<file path="src/rtl/cnn_pkg.sv">
// rtl/cnn_pkg.sv - shared types and defaults for the CNN pooling datapath
package cnn_pkg;

  typedef enum logic {
    FILL   = 1'b0,
    STREAM = 1'b1
  } feeder_state_t;

  // Pixel width shared with the 2x2 reduction stage downstream.
  localparam int DEFAULT_DATA_WIDTH = 16;

endpackage

</file>
<file path="src/rtl/line_buffer.sv">
// rtl/line_buffer.sv - one-row pixel store, synchronous write, combinational read
module line_buffer #(
  parameter int DATA_WIDTH = 16,
  parameter int DEPTH      = 24,
  parameter int AW         = (DEPTH > 1) ? $clog2(DEPTH) : 1
) (
  input  logic                  clk,
  input  logic                  we,
  input  logic [AW-1:0]         waddr,
  input  logic [DATA_WIDTH-1:0] wdata,
  input  logic [AW-1:0]         raddr,
  output logic [DATA_WIDTH-1:0] rdata
);

  logic [DATA_WIDTH-1:0] mem [DEPTH];

  always_ff @(posedge clk) begin
    if (we) begin
      mem[waddr] <= wdata;
    end
  end

  assign rdata = mem[raddr];

endmodule

</file>
<file path="src/rtl/pool_column_feeder.sv">
// rtl/pool_column_feeder.sv - buffers even rows and emits top/bottom pixel columns on odd rows
module pool_column_feeder
  import cnn_pkg::*;
#(
  parameter int DATA_WIDTH = DEFAULT_DATA_WIDTH,
  parameter int IMG_WIDTH  = 24,
  parameter int IMG_HEIGHT = 24
) (
  input  logic                       clk,
  input  logic                       rst,
  input  logic [DATA_WIDTH-1:0]      in_data,
  input  logic                       in_valid,
  output logic                       in_ready,
  output logic [1:0][DATA_WIDTH-1:0] out_col,
  output logic                       out_valid,
  input  logic                       out_ready,
  output logic                       out_window_last,
  output logic                       out_frame_last
);

  localparam int XW = (IMG_WIDTH > 1) ? $clog2(IMG_WIDTH) : 1;
  localparam int YW = (IMG_HEIGHT > 1) ? $clog2(IMG_HEIGHT) : 1;
  localparam logic [XW-1:0] X_LAST = XW'(IMG_WIDTH - 1);
  localparam logic [YW-1:0] Y_LAST = YW'(IMG_HEIGHT - 1);

  feeder_state_t         state;
  logic [XW-1:0]         x;
  logic [YW-1:0]         y;
  logic [DATA_WIDTH-1:0] above;
  logic                  x_last;
  logic                  y_last;
  logic                  in_fire;
  logic                  col_load;

  assign x_last   = (x == X_LAST);
  assign y_last   = (y == Y_LAST);
  // FILL never stalls; the output register is only written from STREAM.
  assign in_ready = (state == FILL) || !out_valid || out_ready;
  assign in_fire  = in_valid && in_ready;
  assign col_load = in_fire && (state == STREAM);

  line_buffer #(
    .DATA_WIDTH(DATA_WIDTH),
    .DEPTH     (IMG_WIDTH),
    .AW        (XW)
  ) u_line_buffer (
    .clk  (clk),
    .we   (in_fire && (state == FILL)),
    .waddr(x),
    .wdata(in_data),
    .raddr(x),
    .rdata(above)
  );

  always_ff @(posedge clk or posedge rst) begin
    if (rst) begin
      state           <= FILL;
      x               <= '0;
      y               <= '0;
      out_valid       <= 1'b0;
      out_col         <= '0;
      out_window_last <= 1'b0;
      out_frame_last  <= 1'b0;
    end else begin
      if (in_fire) begin
        if (x_last) begin
          x     <= '0;
          y     <= y_last ? '0 : y + 1'b1;
          state <= (state == FILL) ? STREAM : FILL;
        end else begin
          x <= x + 1'b1;
        end
      end
      // A load in the same cycle as a downstream handshake replaces the old column.
      if (col_load) begin
        out_col[0]      <= above;
        out_col[1]      <= in_data;
        out_window_last <= x[0];
        out_frame_last  <= x_last && y_last;
        out_valid       <= 1'b1;
      end else if (out_ready) begin
        out_valid <= 1'b0;
      end
    end
  end

endmodule

</file>
<file path="config.mk">
export PLATFORM = sky130hd
export DESIGN_NAME = pool_column_feeder
export DESIGN_NICKNAME = d
export VERILOG_FILES = /design/src/rtl/cnn_pkg.sv /design/src/rtl/line_buffer.sv /design/src/rtl/pool_column_feeder.sv
export SDC_FILE = /design/constraint.sdc
export NUM_CORES = 1
export LEC_CHECK = 0
export BUFFER_PORTS_ARGS = -buffer_cell sky130_fd_sc_hd__buf_4
export CAP_MARGIN = 10
export CORE_MARGIN = 2
export CORE_UTILIZATION = 35
export CTS_CLUSTER_DIAMETER = 30
export DETAILED_ROUTE_END_ITERATION = 8
export GPL_ROUTABILITY_DRIVEN = 0
export PLACE_DENSITY = 0.52
export SYNTH_ARGS = -nofsm -noshare
export SYNTH_HDL_FRONTEND = slang
export SYNTH_HIERARCHICAL = 1
export SYNTH_SLANG_ARGS = --single-unit
</file>
<file path="constraint.sdc">
create_clock -name clk -period 2.2 [get_ports clk]
set_clock_uncertainty 0.1 [all_clocks]
set_input_delay 0.44 -clock clk [delete_from_list [all_inputs] [get_ports clk]]
set_output_delay 0.44 -clock clk [all_outputs]
set_load 0.01 [all_outputs]
</file>
==> out/metrics.yaml <==
peakVddDrop_uv: 702
grt_pass1_wl_mm: 64.9
fin_setup_tns_ns: -0.592
via_per_inst: 5.16
worst_pin_slew_ns: 0.541
grt_util_all_layers_pct: 18.0
critPathSlowestCell: "dfrtp_4"
cts.clk_slew.worst_paths_ns: 0.05
power_frac_comb_pct: 30.2
grt_pass1_vias: 9362
antenna_found_initial: 2
synth-warning-count: 6
num-fill-cells: 3922
design_area_um2: 22800
io_pins: 56
syn_to_final_growth_pct: 34.2
synthesis.area_um2: 17000
setup_viol: 15
sw_frac_of_total_pct: 29.5
layout-drive-gt1-share_pct: 44.1
firstDrtPassIters: 5
root_buffer: "clkbuf_16"
path_cells: "buf_12 -> buf_12 -> buf_6 -> mux4_2 -> o211ai_4 -> o311ai_2 -> mux2_4"
power_uw: 34000
multiInputGateArea_um2: 4230
crit_type: "reg -> reg"
period_needed_ns: 2.30
finalHoldViolations: 0
required_ns: 2.57
maxSlewViolCount: 0
crit_family: "multiplexers"
rsz0062_at_grt: "yes"
violations: "setup timing"
hold_ws_ns: 0.140
rows: 80
worst_ep_arrival_time_ns: 2.67
vias: 9060
maxCapViolCount: 0
syn_avg_cell_area_um2: 20.4
die_area_um2: 50300
route.final.wire_length_mm: 44.4
die_height_um: 224
yosysUniqueCellTypes: 40
p_sw_uw: 10000
fin_nets: 1086
synthArstFlopShare_pct: 10.7
slowest_delay_ns: 0.52
drc: 0
hp-class: "in -> reg"
cp-end-kind: "flop"
start_kind: "flop"
synth_ff_type: "edfxtp_1"
drtIter0Drc: 763
tritoncts: "built"
p_leak_uw: 0.00816
dpl-instance-area_um2: 19200
power_density_nw_per_um2: 1490
grt_start_max_net_pins: 39
synth_edf_count: 384
status: "complete, but fails checks"
pwr-share-seq_pct: 30.4
critical_path.most_common_cell: "buf_12"
synth_seq_cells: 430
clk_latency_ns: 0.61
postRouteAntennaNets: 0
overflow: 0
syn-num-nets: 856
cts_buffer_depth: 3
p_clk_share_pct: 39.4
period_share_pct: 104
slew_headroom_pct: 63.8
p_int_uw: 23900
core_um2: 47800
ys_seq_area_share_pct: 74.6
numPortBuffers: 55
fp.dieW_um: 224
ctsHtreeMaxLevel: 3
fmax_mhz: 435
initial_core_util_pct: 35.5
syn_inst: 834
hpwl_mm: 27.0
numCtsBuffers: 86
setup_ws_ns: -0.0988
regArea_um2: 12700
critPathMaxFanout: 5
clock_sinks: 430
utilization_pct: 47.7
cp_num_buf_inv: 3
wl_per_cell_um: 25.3
## kinds of logic after synthesis
group | count (synthesis) | share of synthesized area (%)
buffers and inverters | 50 | 2.10
adder cells (fa/ha/maj) | 2 | 0.147
multiplexers | 186 | 16.6
AND/OR/NAND/NOR | 98 | 2.98
XOR/XNOR | 3 | 0.155
flip-flops | 430 | 74.6
AO/OA/AOI/OAI | 65 | 3.39
## layout make-up
type | count | share of cell area (%)
antenna | 4 | 0.0439
clock buffer | 96 | 10.0
clock inverter | 64 | 3.24
inverter | 2 | 0.0329
multi-input combinational | 354 | 18.5
sequential | 430 | 55.7
tap | 615 | 3.38
timing repair buffer | 190 | 9.07
## flip-flops by register name, summed over array words and instances (netlist names)
| signal | flops |
|---|---|
| u_line_buffer/mem | 384 |
| out_col | 32 |
| x | 5 |
| y | 5 |
| out_frame_last | 1 |
| out_valid | 1 |
| out_window_last | 1 |
| state | 1 |
## metrics by stage
step / instances / setup WS, ns
2_1_floorplan: 834 / -0.0480
3_3_place_gp: 1560 / -0.218
3_5_place_dp: 1560 / -0.244
4_1_cts: 1736 / -0.0805
5_1_grt: 1751 / -0.119
6_report: 1755 / -0.0988
## placed cells by master (no fill, tap or decap), types with 4 or more instances in the layout
cell type and count:
buf_4 132, nand2_1 21, bufinv_16 11, o211ai_2 7, buf_6 8, mux2_4 30
clkinv_4 8, mux2_2 10, o311ai_1 10, inv_6 22, clkinv_2 10, nand3_2 6
nor2_2 6, clkbuf_16 94, nand4_1 4, nand3b_1 4, clkbuf_1 5, diode_2 4
a2bb2oi_1 14, edfxtp_1 384, o211ai_1 6, dfrtp_1 42, nor2_4 6, clkinvlp_4 9
nor2b_1 5, mux2i_1 77, a22oi_2 4, nor2_1 17, nand3_1 13, buf_12 43
mux4_2 64, a22oi_1 12
## power by group through the flow
stage	logic [uW]	registers, uW	clock network, uW
after CTS	9720	10300	13600
final	10300	10300	13400
after detailed placement	9040	10500	0
after floorplan	5150	10300	0
after global placement	9020	10500	0
after global routing	10900	10400	14000
## worst reg2reg max path, stage by stage (launching register included)
cell and delay [ns]:
dfrtp_4 0.52, buf_12 0.16, buf_12 0.14, buf_6 0.12, mux4_2 0.46, o211ai_4 0.27, o311ai_2 0.14, mux2_4 0.27
## synth_stat cells (5+ instances only)
| cell | number | share of area [%] |
|---|---|---|
| edfxtp_1 | 384 | 68 |
| mux2i_1 | 81 | 4.8 |
| mux4_2 | 64 | 8.5 |
| dfrtp_1 | 46 | 6.8 |
| mux2_4 | 29 | 2.6 |
| nor2_1 | 29 | 0.64 |
| nand2_1 | 21 | 0.46 |
| nand3_1 | 19 | 0.56 |
| a22oi_1 | 16 | 0.71 |
| a2bb2oi_1 | 16 | 0.82 |
| buf_2 | 16 | 0.47 |
| clkbuf_1 | 12 | 0.27 |
| o311ai_1 | 11 | 0.57 |
| mux2_2 | 10 | 0.66 |
| o211ai_2 | 10 | 0.74 |
| buf_4 | 8 | 0.35 |
| nor2b_1 | 6 | 0.22 |
| o211ai_1 | 6 | 0.27 |
| buf_12 | 5 | 0.59 |
| buf_6 | 5 | 0.33 |
| o311ai_0 | 5 | 0.26 |
## repair_timing
action | 4_1_cts | 5_1_grt
hold endpoints to repair | 13 | 0
pin swaps | 6 | 10
hold buffers | 2 | 0
gates resized for setup | 27 | 20
endpoints found under the setup margin | 16 | 17
setup buffers | 14 | 10
gates cloned | 0 | 5
## final timing paths
| path | from | endpoint | slack, ns | cells after the start |
|---|---|---|---|---|
| max | x[0] | out_col[8] | -0.1 | 7 |
| min | in_data[1] | u_line_buffer/mem[3][1] | 0.14 | 1 |
| max reg2reg | x[0] | out_col[8] | -0.1 | 7 |
| min reg2reg | out_col[17] | out_col[17] | 0.41 | 1 |
| max in group asynchronous | rst | x[1] | 1.16 | 4 |
| min in group asynchronous | rst | out_col[29] | 0.27 | 3 |
## layer usage
layer  track usage, %  part of all wire (%)
met1             25.4                    45
met2             27.4                    46
met3             4.68                   6.4
met4             5.45                   2.2
met5                0                 0.029
Power figures use the tool's default switching activity.
